File: src/rtl/gen_ctrl_pkg.sv
// rtl/gen_ctrl_pkg.sv - shared types and defaults for the generator run controller
package gen_ctrl_pkg;

    localparam int LEN_W_DEF  = 16;
    localparam int DATA_W_DEF = 11;

    typedef enum logic [2:0] {
        ST_IDLE  = 3'd0,
        ST_START = 3'd1,
        ST_RUN   = 3'd2,
        ST_HOLD  = 3'd3,
        ST_DONE  = 3'd4
    } state_e;

    // 00=8, 01=9, 10=10, 11=11 bit generator
    typedef logic [1:0] gen_mode_t;

endpackage

File: src/rtl/gen_run_ctrl.sv
// rtl/gen_run_ctrl.sv - sequences one start/run/capture cycle of an external counter/LFSR
module gen_run_ctrl
    import gen_ctrl_pkg::*;
#(
    parameter int LEN_W  = LEN_W_DEF,
    parameter int DATA_W = DATA_W_DEF
) (
    input  logic              clk,
    input  logic              rst,
    input  logic              cmd_valid,
    output logic              cmd_ready,
    input  logic [1:0]        cmd_mode,
    input  logic [LEN_W-1:0]  cmd_len,
    input  logic              abort,
    output logic              gen_start,
    output logic              gen_stop,
    output logic [1:0]        gen_mode,
    input  logic [DATA_W-1:0] gen_out,
    output logic              rsp_valid,
    input  logic              rsp_ready,
    output logic [DATA_W-1:0] rsp_data,
    output logic [LEN_W-1:0]  rsp_cycles,
    output logic              rsp_aborted,
    output logic              busy
);

    state_e            r_state;
    gen_mode_t         r_mode;
    logic [LEN_W-1:0]  r_len;
    logic [LEN_W-1:0]  r_elapsed;
    logic              r_aborted;
    logic [DATA_W-1:0] r_rsp_data;
    logic [LEN_W-1:0]  r_rsp_cycles;
    logic              r_rsp_aborted;

    logic w_in_run;
    logic w_last;
    logic w_abort_exit;

    assign w_in_run     = (r_state == ST_RUN);
    assign w_last       = w_in_run && (r_elapsed == r_len - LEN_W'(1));
    // the final cycle always completes, so abort only wins before it
    assign w_abort_exit = w_in_run && abort && !w_last;

    always_ff @(posedge clk) begin
        if (rst) begin
            r_state       <= ST_IDLE;
            r_mode        <= 2'b00;
            r_len         <= '0;
            r_elapsed     <= '0;
            r_aborted     <= 1'b0;
            r_rsp_data    <= '0;
            r_rsp_cycles  <= '0;
            r_rsp_aborted <= 1'b0;
        end else begin
            case (r_state)
                ST_IDLE: begin
                    if (cmd_valid) begin
                        r_mode  <= cmd_mode;
                        r_len   <= cmd_len;
                        r_state <= ST_START;
                    end
                end
                ST_START: begin
                    r_elapsed <= '0;
                    r_aborted <= 1'b0;
                    r_state   <= (r_len != '0) ? ST_RUN : ST_HOLD;
                end
                ST_RUN: begin
                    if (w_abort_exit) begin
                        r_aborted <= 1'b1;
                        r_state   <= ST_HOLD;
                    end else begin
                        r_elapsed <= r_elapsed + LEN_W'(1);
                        if (w_last) begin
                            r_state <= ST_HOLD;
                        end
                    end
                end
                ST_HOLD: begin
                    r_rsp_data    <= gen_out;
                    r_rsp_cycles  <= r_elapsed;
                    r_rsp_aborted <= r_aborted;
                    r_state       <= ST_DONE;
                end
                ST_DONE: begin
                    if (rsp_ready) begin
                        r_state <= ST_IDLE;
                    end
                end
                default: r_state <= ST_IDLE;
            endcase
        end
    end

    assign cmd_ready   = (r_state == ST_IDLE);
    assign busy        = (r_state != ST_IDLE);
    assign gen_start   = (r_state == ST_START);
    // the abort cycle must not advance the generator, so stop is raised combinationally
    assign gen_stop    = !((r_state == ST_START) || (w_in_run && !w_abort_exit));
    assign gen_mode    = r_mode;
    assign rsp_valid   = (r_state == ST_DONE);
    assign rsp_data    = r_rsp_data;
    assign rsp_cycles  = r_rsp_cycles;
    assign rsp_aborted = r_rsp_aborted;

endmodule

File: config.mk
export PLATFORM = sky130hd
export DESIGN_NAME = gen_run_ctrl
export DESIGN_NICKNAME = d
export VERILOG_FILES = /design/src/rtl/gen_ctrl_pkg.sv /design/src/rtl/gen_run_ctrl.sv
export SDC_FILE = /design/constraint.sdc
export NUM_CORES = 1
export LEC_CHECK = 0
export BUFFER_PORTS_ARGS = -buffer_cell sky130_fd_sc_hd__buf_2
export CAP_MARGIN = 20
export CORE_MARGIN = 2
export CORE_UTILIZATION = 40
export DETAILED_ROUTE_END_ITERATION = 8
export GPL_TIMING_DRIVEN = 1
export PLACE_DENSITY = 0.66
export SYNTH_ARGS = -nofsm -noshare
export SYNTH_HDL_FRONTEND = slang
export SYNTH_SLANG_ARGS = --single-unit
export TNS_END_PERCENT = 20
File: constraint.sdc
create_clock -name clk -period 8.85 [get_ports clk]
set_input_delay 1.3275 -clock clk [delete_from_list [all_inputs] [get_ports clk]]
set_output_delay 1.3275 -clock clk [all_outputs]
set_load 0.01 [all_outputs]
==> impl_metrics.env <==
export IMPL_rsz0062_at_grt="no"
export IMPL_worstReg2RegEnd="r_elapsed[9]"
export IMPL_path_clk_slew_ns=0.07
export IMPL_synth_edf_count=0
export IMPL_slowest_stage="nor3_1"
export IMPL_yosysUniqueCellTypes=56
export IMPL_placed_cell_area_um2=3590
export IMPL_setup_tns_ns=0
export IMPL_setup_viol=0
export IMPL_synthCells=408
export IMPL_syn_area_per_cell_um2=7.93
export IMPL_port_buffers=68
export IMPL_ys_warn_count=0
export IMPL_cts_buffers=9
export IMPL_slew_viol_final=0
export IMPL_cts_path_max_buffers=2
export IMPL_ir_drop_uv=104
export IMPL_yosysMostFrequentCell="nand2_1"
export IMPL_critPathLaunchType="flip-flop"
export IMPL_grt_pass1_vias=2842
export IMPL_hold_path_class="flip-flop to flip-flop"
export IMPL_post_route_period_util=0.496
export IMPL_synth_top_area_share=0.408
export IMPL_coreArea_um2=7770
export IMPL_ys_flop_type="dfxtp_1"
export IMPL_clock_sinks=66
export IMPL_dp_hpwl_mm=5.40
export IMPL_r2r_cells=8
export IMPL_tritoncts="yes"
export IMPL_multiInputGateArea_um2=1760
export IMPL_cts_setup_buffers=0
export IMPL_synth_seq_area_share=0.408
export IMPL_post_route_util=0.500
export IMPL_min_to="rsp_cycles[10]"
export IMPL_fmax_ghz=0.228
export IMPL_wl_mm=7.76
export IMPL_p_leak_nw=1.59
export IMPL_cp_data_required_time_ns=7.52
export IMPL_max_stage_delay_ns=0.59
export IMPL_drc_errors=0
export IMPL_n_antenna_cell=0
export IMPL_powerDensity_nw_per_um2=210
export IMPL_cts_max_level=3
export IMPL_cts_root_buf="clkbuf_8"
export IMPL_via_count=2961
export IMPL_synthTopCellsByArea="dfxtp_1 41%, nand2_1 12%, a21oi_1 9.1%"
export IMPL_hold_buffers=0
export IMPL_clock_latency_ns=0.35
export IMPL_fp_dieArea_um2=8820
export IMPL_cp_max_fo=17
export IMPL_skew_ns=0.00713
export IMPL_cts_resized=0
export IMPL_hold_depth=2
export IMPL_drt_pass1_iter_count=4
export IMPL_maxCapViolations=0
export IMPL_post_synth_top_area_cell="dfxtp_1"
export IMPL_hp_start="rsp_cycles[10]"
export IMPL_path_cells="nor3_1 > nand3_1 > mux2i_1 > a211oi_2 > o41ai_4 > a21boi_2 > nor2_1 > inv_1 > buf_2"
export IMPL_grt_start_max_net_pins=55
export IMPL_status="finished clean"
export IMPL_layout_nets=503
export IMPL_drive_gt1_frac=0.227
export IMPL_r2r_start="r_len[3]"
export IMPL_power_mw=0.816
export IMPL_wl_per_cell_um=13.5
export IMPL_worst_slew_pin_slew_ns=0.679
export IMPL_holdWs_ns=0.452
export IMPL_seqCellArea_um2=1320
export IMPL_nFillCells=795
export IMPL_ant_nets=0
export IMPL_syn2layout_area_growth_pct=20.1
export IMPL_vias_per_cell=5.16
export IMPL_fin_area_um2=3890
export IMPL_antenna_found_initial=0
export IMPL_overflow=0
export IMPL_num_rows=32
export IMPL_synthArstFlopShare=0
export IMPL_cp_arrival_ns=3.06
export IMPL_grt_total_usage=0.189
export IMPL_criticalPathCategory="flip-flop to primary output"
export IMPL_initial_core_util=0.417
export IMPL_synth_nets=444
export IMPL_synth_area_um2=3240
export IMPL_ioPinCount=69
export IMPL_cp_end_kind="primary output"
export IMPL_place_gp_congestion=0.864
export IMPL_drtIter0Drc=134
export IMPL_synth_ff_latch_count=66
export IMPL_die_x_um=93.9
export IMPL_slew_headroom=0.544
export IMPL_reg2reg_slack_ns=5.86
export IMPL_die_y_um=93.9
export IMPL_finalCriticalPeriod_ns=4.39
export IMPL_yosys_top_cells_count="102 x nand2_1, 66 x dfxtp_1, 59 x a21oi_1"
export IMPL_hold_violations=0
export IMPL_grt_pass1_wl_mm=13.1
[layer usage]
layer | vias up | global-route usage | part of all wire
li1 | 1520 | - | -
met1 | 1363 | 0.225 | 0.46
met2 | 65 | 0.317 | 0.47
met3 | 13 | 0.0498 | 0.048
met4 | 0 | 0.0845 | 0.022
met5 | - | 0 | 0
[cells by family (layout without fill, tap and decap cells)]
| kind of cell | Yosys count | after routing | share of synthesized area |
|---|---|---|---|
| AND/OR/NAND/NOR | 193 | 193 | 0.296 |
| AO/OA/AOI/OAI | 88 | 88 | 0.171 |
| flip-flops | 66 | 66 | 0.408 |
| buffers and inverters | 34 | 98 | 0.0487 |
| XOR/XNOR | 23 | 23 | 0.0623 |
| adder cells (fa/ha/maj) | 2 | 2 | 0.00773 |
| multiplexers | 2 | 2 | 0.00619 |
[how the worst max path moves through the flow]
stage | depth (start not counted) | end | start
floorplan | 10 | gen_stop | r_len[3]
global placement | 9 | gen_stop | r_len[3]
detailed placement | 9 | gen_stop | r_len[0]
CTS | 9 | gen_stop | r_len[0]
global route | 9 | gen_stop | r_len[0]
finish | 9 | gen_stop | r_len[0]
[area by class of cell]
class | count | area share
Multi-Input combinational cell | 308 | 0.452
Sequential cell | 66 | 0.340
Timing Repair Buffer | 71 | 0.100
Clock buffer | 10 | 0.0354
Tap cell | 102 | 0.0328
Clock inverter | 6 | 0.0290
Inverter | 11 | 0.0106
[report_power, final]
group	total, mW	internal (mW)	switching [mW]
combinational	0.168	0.0691	0.0986
clock	0.319	0.196	0.123
sequential	0.329	0.310	0.0191
total	0.816	0.575	0.240
[worst max-delay path: cells and delay by family (launching register included)]
family	cells	cell delay [ns]
AOI/OAI and AO/OA	3	1.06
buffers and inverters	2	0.19
DFF	1	0.35
muxes	1	0.18
and+or+nand+nor	3	0.92
[flip-flops by register name, summed over array words and instances (netlist names)]
| name | count |
|---|---|
| r_elapsed | 16 |
| r_len | 16 |
| rsp_cycles | 16 |
| rsp_data | 11 |
| r_state | 3 |
| gen_mode | 2 |
| r_aborted | 1 |
| rsp_aborted | 1 |
[stage by stage]
step	cells	setup WS, ns
5_1_grt	574	4.06
3_3_place_gp	556	4.91
3_5_place_dp	556	4.82
4_1_cts	572	4.43
6_report	574	4.46
2_1_floorplan	408	5.09
[cell usage in the layout (no fill, tap or decap), drive strengths merged, types with 2 or more instances in the layout]
master    n
a211o     2
a21boi    2
a21oi    59
a31oi     4
and2      6
and3      5
and3b     3
buf      71
bufinv    3
clkbuf   10
clkinv    2
dfxtp    66
ha        2
inv      12
mux2i     2
nand2   102
nand2b    3
nand3    12
nand4    11
nor2     14
nor2b     5
nor3      7
nor4      4
o211ai    2
o21ai     9
o41ai     2
or2b      2
or3      11
or4       5
xnor2    12
xor2     11
Power figures use the tool's default switching activity.
